File: config.mk
export PLATFORM = sky130hd
export DESIGN_NAME = fetch_unit
export DESIGN_NICKNAME = d
export VERILOG_FILES = /design/src/rtl/fetch_unit.sv
export SDC_FILE = /design/constraint.sdc
export NUM_CORES = 1
export LEC_CHECK = 0
export CAP_MARGIN = 20
export CORE_UTILIZATION = 50
export DETAILED_ROUTE_END_ITERATION = 7
export PLACE_DENSITY = 0.74
export SETUP_SLACK_MARGIN = 0.1
export SLEW_MARGIN = 25
export SYNTH_ARGS = -nofsm -noshare
export SYNTH_HDL_FRONTEND = slang
export SYNTH_SLANG_ARGS = --single-unit
File: constraint.sdc
create_clock -name clk -period 8.5 [get_ports clk]
set_input_delay 1.7 -clock clk [delete_from_list [all_inputs] [get_ports clk]]
set_output_delay 1.7 -clock clk [all_outputs]
set_load 0.05 [all_outputs]
File: src/rtl/fetch_unit.sv
// fetch_unit: decoupled instruction fetch.
// Issues sequential PC requests to an instruction memory and queues the
// returned words, each tagged with its PC, for the decode stage.
// A redirect flushes the queue and marks every outstanding response for
// discard, so stale instructions never reach decode.
//
// Handshakes: every channel uses valid/ready. A transfer happens on a rising
// edge where valid and ready are both high. Valid never depends
// combinationally on ready. The memory response channel has no ready: one
// response arrives per accepted request, in request order.
module fetch_unit #(
    parameter int              XLEN     = 32,
    parameter logic [XLEN-1:0] RESET_PC = '0,
    parameter int              DEPTH    = 4
) (
    input  logic            clk,
    input  logic            rst,
    output logic            imem_req_valid,
    input  logic            imem_req_ready,
    output logic [XLEN-1:0] imem_req_addr,
    input  logic            imem_rsp_valid,
    input  logic [XLEN-1:0] imem_rsp_data,
    input  logic            redirect,
    input  logic [XLEN-1:0] redirect_pc,
    input  logic            stall_fetch,
    output logic            instr_valid,
    input  logic            instr_ready,
    output logic [XLEN-1:0] instr_data,
    output logic [XLEN-1:0] instr_pc
);

    localparam int AW = $clog2(DEPTH);
    localparam int CW = AW + 1;
    localparam logic [CW:0] DEPTH_LIM = {1'b0, CW'(DEPTH)};

    logic [XLEN-1:0] pc;
    logic [XLEN-1:0] rsp_pc;
    logic [XLEN-1:0] target_pc;
    logic [XLEN-1:0] fifo_pc   [DEPTH];
    logic [XLEN-1:0] fifo_data [DEPTH];
    logic [AW-1:0]   wr_ptr;
    logic [AW-1:0]   rd_ptr;
    logic [CW-1:0]   count;
    logic [CW-1:0]   inflight;
    logic [CW-1:0]   discard;
    logic [CW:0]     occupancy;
    logic            req_fire;
    logic            push;
    logic            pop;
    logic            unused_redirect_lsbs;

    // Low address bits of the redirect target carry no meaning.
    assign target_pc            = {redirect_pc[XLEN-1:2], 2'b00};
    assign unused_redirect_lsbs = ^redirect_pc[1:0];

    // Credits already spent: queued entries plus responses still expected
    // that will be kept. Responses marked for discard cost no queue slot.
    assign occupancy = {1'b0, count} + {1'b0, inflight} - {1'b0, discard};

    // Request only when a queue slot is guaranteed for the answer. The
    // all-ones guard keeps the in-flight counter from wrapping if a slow
    // memory accumulates discarded responses across several redirects.
    assign imem_req_valid = !rst && !stall_fetch && !redirect &&
                            (occupancy < DEPTH_LIM) && (inflight != '1);
    assign imem_req_addr  = pc;
    assign req_fire       = imem_req_valid && imem_req_ready;

    // Head of queue; data and PC are don't-care while the queue is empty.
    assign instr_valid = !rst && (count != '0) && !redirect;
    assign instr_data  = fifo_data[rd_ptr];
    assign instr_pc    = fifo_pc[rd_ptr];
    assign pop         = instr_valid && instr_ready;

    // A response is kept only when no discard is pending and no redirect is
    // flushing the queue in the same cycle.
    assign push = imem_rsp_valid && !redirect && (discard == '0);

    // Control state: PCs, pointers and the three counters.
    always_ff @(posedge clk or posedge rst) begin
        if (rst) begin
            pc       <= RESET_PC;
            rsp_pc   <= RESET_PC;
            wr_ptr   <= '0;
            rd_ptr   <= '0;
            count    <= '0;
            inflight <= '0;
            discard  <= '0;
        end else if (redirect) begin
            pc       <= target_pc;
            rsp_pc   <= target_pc;
            wr_ptr   <= '0;
            rd_ptr   <= '0;
            count    <= '0;
            // No request can fire here; everything still outstanding after
            // this cycle's response belongs to the old path.
            inflight <= inflight - CW'(imem_rsp_valid);
            discard  <= inflight - CW'(imem_rsp_valid);
        end else begin
            if (req_fire) begin
                pc <= pc + XLEN'(4);
            end
            inflight <= inflight + CW'(req_fire) - CW'(imem_rsp_valid);
            if (imem_rsp_valid && (discard != '0)) begin
                discard <= discard - CW'(1);
            end
            if (push) begin
                wr_ptr <= wr_ptr + AW'(1);
                rsp_pc <= rsp_pc + XLEN'(4);
            end
            if (pop) begin
                rd_ptr <= rd_ptr + AW'(1);
            end
            count <= count + CW'(push) - CW'(pop);
        end
    end

    // Queue storage: written on push, no reset needed.
    always_ff @(posedge clk) begin
        if (push) begin
            fifo_pc[wr_ptr]   <= rsp_pc;
            fifo_data[wr_ptr] <= imem_rsp_data;
        end
    end

    // A response with nothing outstanding means the memory broke protocol.
    assert property (@(posedge clk) disable iff (rst)
        !(imem_rsp_valid && (inflight == '0)));

endmodule
; ---- After elaboration in Yosys (flattened, before gate mapping)
; Memory sizes are Yosys's and may differ from the RTL's.
; Cells that the tools add are included.
[classes]
order_cmp = 1
n_addsub = 12
reduce_logical = 21
n_mux = 14
n_bitwise = 0
n_div = 0
n_eq_ne = 1
shift = 0
multipliers = 0
[ops]
columns = cell, count
row1 = two-way mux 32 bit, 4
row2 = adder 32 x 3 -> 32 bit (second input constant), 2
row3 = two-way mux 3 bit, 4
row4 = logical AND 1 bit, 11
row5 = subtractor 3 x 1 -> 3 bit, 3
row6 = two-way mux 2 bit, 4
row7 = nonzero test 2 bit, 4
row8 = adder 3 x 1 -> 3 bit, 2
row9 = nonzero test 3 bit, 2
row10 = adder 2 x 1 -> 2 bit (second input constant), 2
row11 = adder 3 x 3 -> 4 bit, 1
row12 = less-than comparator 4 x 3 -> 1 bit (second input constant), 1
row13 = subtractor 4 x 3 -> 4 bit, 1
row14 = zero test 1 bit, 3
row15 = zero test 3 bit, 1
row16 = != test 3 bit (second input constant), 1
row17 = subtractor 3 x 1 -> 3 bit (second input constant), 1
row18 = two-way mux 1 bit, 2
[totals]
mem_count = 2
out_inout_bits = 98
romBits = 0
reg_bits = 77
latchBits = 0
mem_bits_rw = 256
in_bits = 71
[mem_list]
columns = name, depth, width, rd, rd_ports_with_merged_regs, write_ports, line
row1 = fifo_data, 4, 32, 1, 0, 1, 40  ; logic [XLEN-1:0] fifo_data [DEPTH];
row2 = fifo_pc, 4, 32, 1, 0, 1, 39  ; logic [XLEN-1:0] fifo_pc [DEPTH];

; ---- Logic depth before layout (Yosys ltp)
; Gate-level depths: netlist of the first run.
[depth]
ltp_word = 9
mapped_depth = 17
ltp_nobuf = 15

; ---- Worst setup path after synthesis of the first run
; No wires, ideal clock.
[synth_timing]
path_type = input-to-output
start = input port redirect
end = output port instr_valid
required_ns = 6.800
arrival_time_ns = 3.402
path_slack_ns = 3.398
stages = 4
cell_sequence = clkbuf_1 -> buf_1 -> clkbuf_1 -> nor3_1
[synth_between]
elab_chain_cells = 2
[synth_lines]
columns = item, line
row1 = from (decl), 23  ; input logic redirect,
row2 = zero test 1 bit, 69  ; assign instr_valid = !rst && (count != '0) && !redirect;
row3 = logical AND 1 bit, 69
row4 = to (decl), 26  ; output logic instr_valid,
; Every way passes these cells.

; ---- Worst setup path in the final report of the first run
[layout_timing]
start = register count[1]
end = output port imem_req_valid
[layout_between]
elab_chain_cells = 5
[layout_lines]
columns = item, line
row1 = from (decl), 43  ; logic [CW-1:0] count;
row2 = from (signal assigned), 113  ; count <= count + CW'(push) - CW'(pop);
row3 = adder 3 x 3 -> 4 bit, 58  ; assign occupancy = {1'b0, count} + {1'b0, inflight} - {1'b0, discard};
row4 = subtractor 4 x 3 -> 4 bit, 58
row5 = less-than comparator 4 x 3 -> 1 bit, 64  ; (occupancy < DEPTH_LIM) && (inflight != '1);
row6 = logical AND 1 bit, 63  ; assign imem_req_valid = !rst && !stall_fetch && !redirect &&
row7 = logical AND 1 bit, 64
row8 = to (decl), 18  ; output logic imem_req_valid,
; Every way passes these cells.

==> results.toml, run 1 <==
[clocking]
root_buffer = "clkbuf_16"
clock_latency_ns = 0.51
path_clk_slew_ns = 0.06
postCtsHoldBufs = 0
h-tree-depth = 2
numCtsBuffers = 35
clockBufferDepth = 3
post_cts_buffers = 0
cts-resized-gates = 0
cts_tree = "yes"
clock_sinks = 321

[synth]
synth_top_area_share_pct = 55.4
synth_top_area_cell = "edfxtp_1"
postSynthAreaPerCell_um2 = 16.3
seq_area_frac_synth_pct = 68.9
syn-instance-count = 827
netlist_area_um2 = 13500
synth-edff-count = 248
synth_cell_types = 49
yosysWarnings = 0
yosys_register_bits = 321
synth.most_common_cell = "edfxtp_1"
synthTopCellsByArea = "edfxtp_1 (55%), dfrtp_1 (14%), mux4_2 (10%)"
async_reset_ff_share_pct = 22.7
synthTopCellsByCount = "edfxtp_1 (248), dfrtp_1 (73), mux4_2 (62), nand3_1 (46), nand2_1 (42)"
synth_ff_type = "edfxtp_1"

[floorplan]
initial_core_util_pct = 51.3
die_y_um = 166
die_w_um = 166
io_pins = 169
std_cell_rows = 59
die_area_um2 = 27600
core_um2 = 26200

[timing]
finalHoldViolCount = 0
finalCritPeriodShare_pct = 61.5
maxSlewHeadroom_pct = 34.0
setup_viol = 0
slew_violations = 0
finalClockSkew_ns = 0.0140
min_period_ns = 5.23
rsz0062_at_grt = "no"
max_freq_mhz = 191
hold_ws_ns = 0.580
fin_tns_setup_ns = 0
worst_pin_slew_ns = 0.990

[detailed_routing]
drtPass1Iterations = 7
remaining_drc_errors = 16
wl_per_cell_um = 19.9
routed_wirelength_mm = 26.9
drt_iter0_markers = 690
vias_per_cell = 5.74
vias = 7768
ant_nets = 0

[grt]
antenna_found_initial = 0
first_global_vias = 7941
use_met2_pct = 32.0
track_usage_pct = 20.1
use_met1_pct = 28.9
grt_overflow_total = 0
grt_pass1_wl_mm = 43.5
grt_use_met3_pct = 3.17
grt_busiest_layer = "met2"
grt_max_degree = 76

[power_and_ir_drop]
pwr_density_cell_nw_per_um2 = 253
ir_drop_mv = 0.182
leakage_nw = 5.63

[final_layout]
drive_above_1_share_pct = 13.7
final-seq-area_um2 = 9280
diodes = 0
areaGrowthSynthToFinish_pct = 23.3
nets = 1084
multi_input_area_um2 = 3900
nFillCells = 1890

[worst_setup_path]
cp.arrival_ns = 3.53
path_buf_inv = 3
start_kind = "register"
cp_cell_sequence = "inv_1, fa_1, inv_1, ha_1, and3b_1, or4_4, a21oi_1, clkdlybuf4s50_1"
cp_slowest_cell = "clkdlybuf4s50_1"
slowest_delay_ns = 0.83
crit_type = "register to primary output"
crit_top_cell = "inv_1"
worstPathMaxFanout = 3
cp.required_ns = 6.80
crit_family = "buffers and inverters"
cp-end-kind = "primary output"

[placement]
portBuffers = 162
dpl.hpwl_mm = 16.1
globalplace.congestion = 0.825

[status]
run_status = "complete, but fails checks"
violations = "DRC"

[flow_run]
maxCapViolCount = 0

[worst_hold_path]
min_path_type = "register to register"
[flip-flops by register name, summed over array words and instances, names as in the netlist, 3 cells and up]
register	flops
fifo_data	128
fifo_pc	120
imem_req_addr	30
rsp_pc	30
count	3
discard	3
inflight	3
[metal layers]
layer	wire (um)	part of all wire, %	vias to the layer above
li1	-	-	3563
met1	11900	44	3868
met2	12700	47	296
met3	1650	6.2	41
met4	578	2.2	0
met5	0	0	-
[worst reg2reg max path, delay by kind of cell (launching register included)]
family / cells / cell delay (ns)
buf+inv: 4 / 0.63
fa+ha+maj: 5 / 1.81
compound gates: 2 / 0.72
xor+xnor: 2 / 0.36
simple gates: 2 / 0.69
flops: 1 / 0.39
[stage by stage]
stage	power, W	cell area (um^2)	setup slack, ns	util [%]	std cells
after global placement	0.00267	15400	3.29	58.7	1290
final	0.00420	16600	3.27	63.3	1353
after global routing	0.00436	16600	3.11	63.3	1353
after floorplan	0.00243	13500	3.40	-	830
after detailed placement	0.00268	15400	3.28	58.7	1290
after CTS	0.00424	16600	3.24	63.3	1353
[cells in the final DEF (no fill, tap or decap), drive strengths merged, types with 6 or more instances in the layout]
master	n
clkbuf	43
and4	7
a21oi	9
o21ai	31
a31oi	6
buf	9
edfxtp	248
nor2	13
xnor2	11
and2	7
nor4	15
xor2	29
mux4	62
o31a	22
and3	14
nor3	16
clkinv	12
nand2	42
nand4	18
nand3	46
nand2b	12
a21boi	10
ha	17
inv	29
dfrtp	73
clkdlybuf4s50	161
[area by class of cell]
| cell class | count | share of cell area, % |
|---|---|---|
| Clock inverter | 20 | 1.38 |
| Timing Repair Buffer | 170 | 10.1 |
| Inverter | 29 | 0.656 |
| Clock buffer | 43 | 5.84 |
| Multi-Input combinational cell | 435 | 23.5 |
| Tap cell | 335 | 2.53 |
| Sequential cell | 321 | 55.9 |
[where the power goes]
part | total (W) | internal [W] | switching (W)
registers | 0.00188 | 0.00179 | 0.0000919
clock network | 0.00156 | 0.000962 | 0.000593
logic | 0.000764 | 0.000304 | 0.000461
[worst paths after layout]
| check | depth (start not counted) | to | from | slack (ns) |
|---|---|---|---|---|
| worst max-delay path | 8 | imem_req_valid | count[1] | 3.27 |
| worst min-delay path | 0 | fifo_pc[2][24] | rsp_pc[24] | 0.58 |
| worst max register to register | 15 | inflight[2] | count[1] | 3.83 |
| worst min register to register | 0 | fifo_pc[2][24] | rsp_pc[24] | 0.58 |
| max in group asynchronous | 3 | rd_ptr[0] | rst | 6.20 |
| min in group asynchronous | 3 | imem_req_addr[4] | rst | 1.79 |
[kinds of logic (layout without fill, tap and decap cells)]
logic type | after synthesis | count (layout) | synth area share [%]
AOI/OAI and AO/OA | 93 | 93 | 4.73
other | 1 | 4 | 0.0279
buffers and inverters | 74 | 262 | 2.26
muxes | 69 | 69 | 10.9
adders and majority gates | 21 | 21 | 2.18
and+or+nand+nor | 208 | 208 | 8.34
xor gates and xnor gates | 40 | 40 | 2.60
DFF | 321 | 321 | 68.9
No activity file was read; power rests on OpenSTA's default activity.
==> run 2, diff against run 1 <==
- clock period: 8.5 -> 5.25 ns (I/O delays scaled with it)
==> run 2 against run 1 <==
The flow still finishes with violations (DRC). Sequential power up 63%. Critical path depth unchanged. Clock power up 45%. Via count up 0.72%.
==> results.toml, run 2 (same netlist as run 1, synthesis figures left out) <==
[clocking]
path_clk_slew_ns = 0.06
postCtsHoldBufs = 0
numCtsBuffers = 34
clock_latency_ns = 0.51
root_buffer = "clkbuf_16"
cts_tree = "yes"
cts-resized-gates = 0
clock_sinks = 321
post_cts_buffers = 0
h-tree-depth = 2
clockBufferDepth = 3

[power_and_ir_drop]
leakage_nw = 5.60
power.total_w = 0.00655
pwr_density_cell_nw_per_um2 = 397
ir_drop_mv = 0.231

[final_layout]
largest_register_ffs = 128
reg_top3 = "fifo_data: 128 flops, fifo_pc: 120 flops"
layout_commonest_cell = "edfxtp_1"
nets = 1086
diodes = 0
final_core_util_pct = 62.9
areaGrowthSynthToFinish_pct = 22.6
stdcell_count = 1355
layout_common_cells = "edfxtp_1 (248), clkdlybuf4s50_1 (161), dfrtp_1 (71)"
top_register = "fifo_data"
drive_above_1_share_pct = 13.0
nFillCells = 1898
final-seq-area_um2 = 9280
multi_input_area_um2 = 3900

[timing]
min_period_ns = 4.58
maxSlewHeadroom_pct = 30.9
fin_tns_setup_ns = 0
finalCritPeriodShare_pct = 87.2
slew_violations = 0
finalClockSkew_ns = 0.0158
max_freq_mhz = 218
rsz0062_at_grt = "no"
finalHoldViolCount = 0
worst_pin_slew_ns = 1.02
setup_ws_ns = 0.670
setup_viol = 0

[detailed_routing]
drt_iter0_markers = 587
routed_wirelength_mm = 26.8
vias_per_cell = 5.77
wl_per_cell_um = 19.8
remaining_drc_errors = 16
vias = 7824
drtPass1Iterations = 7
ant_nets = 0

[worst_setup_path]
cp.arrival_ns = 3.53
start_kind = "register"
reg2reg_depth = 15
crit_type = "register to primary output"
cp-end-kind = "primary output"
worstPathMaxFanout = 3
cp.required_ns = 4.20

[placement]
portBuffers = 162
globalplace.congestion = 0.822
dpl.hpwl_mm = 16.4
pre_cts_ws_ns = 1.21
dp.cells = 1293

[grt]
grt_pass1_wl_mm = 43.1
grt_overflow_total = 0
grt_max_degree = 63
first_global_vias = 7956
use_met1_pct = 28.0
use_met2_pct = 32.7
track_usage_pct = 19.9
grt_busiest_layer = "met2"
antenna_found_initial = 0
grt_use_met3_pct = 3.34

[status]
violations = "DRC"
run_status = "complete, but fails checks"

[floorplan]
initial_core_util_pct = 51.3
core_um2 = 26200
std_cell_rows = 59
io_pins = 169
die_area_um2 = 27600
die_y_um = 166
die_w_um = 166

[flow_run]
maxCapViolCount = 0

[worst_hold_path]
whs_path_depth = 0
min_path_type = "register to register"
-- run 2: power by group --
part	internal, W	leakage, nW	switching, W	total (W)
sequential	0.00290	3.10	0.000159	0.00306
clock	0.00134	0.522	0.000916	0.00226
combinational	0.000498	1.98	0.000738	0.00124
total	0.00473	5.60	0.00181	0.00655
-- run 2: final timing paths --
path,from,to,slack (ns)
setup reg to reg,count[1],inflight[2],1.25
max in group asynchronous,rst,imem_req_addr[10],3.12
setup / recovery,count[1],imem_req_valid,0.67
hold / removal,rsp_pc[24],fifo_pc[2][24],0.56
hold reg to reg,rsp_pc[24],fifo_pc[2][24],0.56
min in group asynchronous,rst,imem_req_addr[7],1.14
-- run 2: final cells by class --
cell class,count,share of cell area [%]
clock inverters,17,0.584
inverters,29,0.660
repair buffers,173,10.5
multi-input cells,435,23.7
well taps,335,2.54
clock buffers,45,5.86
flip-flops and latches,321,56.3
-- run 2: per-stage QoR --
step / instance area (um^2) / hold WS (ns)
CTS: 16500 / 0.565
floorplan: 13500 / 0.494
detailed placement: 15400 / 0.549
global placement: 15400 / 0.553
global route: 16500 / 0.580
finish: 16500 / 0.561
-- run 2: per-layer routing --
| metal | part of all wire (%) | up-vias |
|---|---|---|
| met5 | 0 | - |
| met4 | 1.7 | 0 |
| met3 | 6.7 | 39 |
| met2 | 48 | 315 |
| met1 | 44 | 3900 |
| li1 | - | 3570 |
-- run 2: worst max-delay path, stage by stage (launching register included) --
cell             delay [ns]
dfrtp_1                0.39
inv_1                  0.10
fa_1                   0.55
inv_1                  0.04
ha_1                   0.27
and3b_1                0.17
or4_4                  0.52
a21oi_1                0.16
clkdlybuf4s50_1        0.83
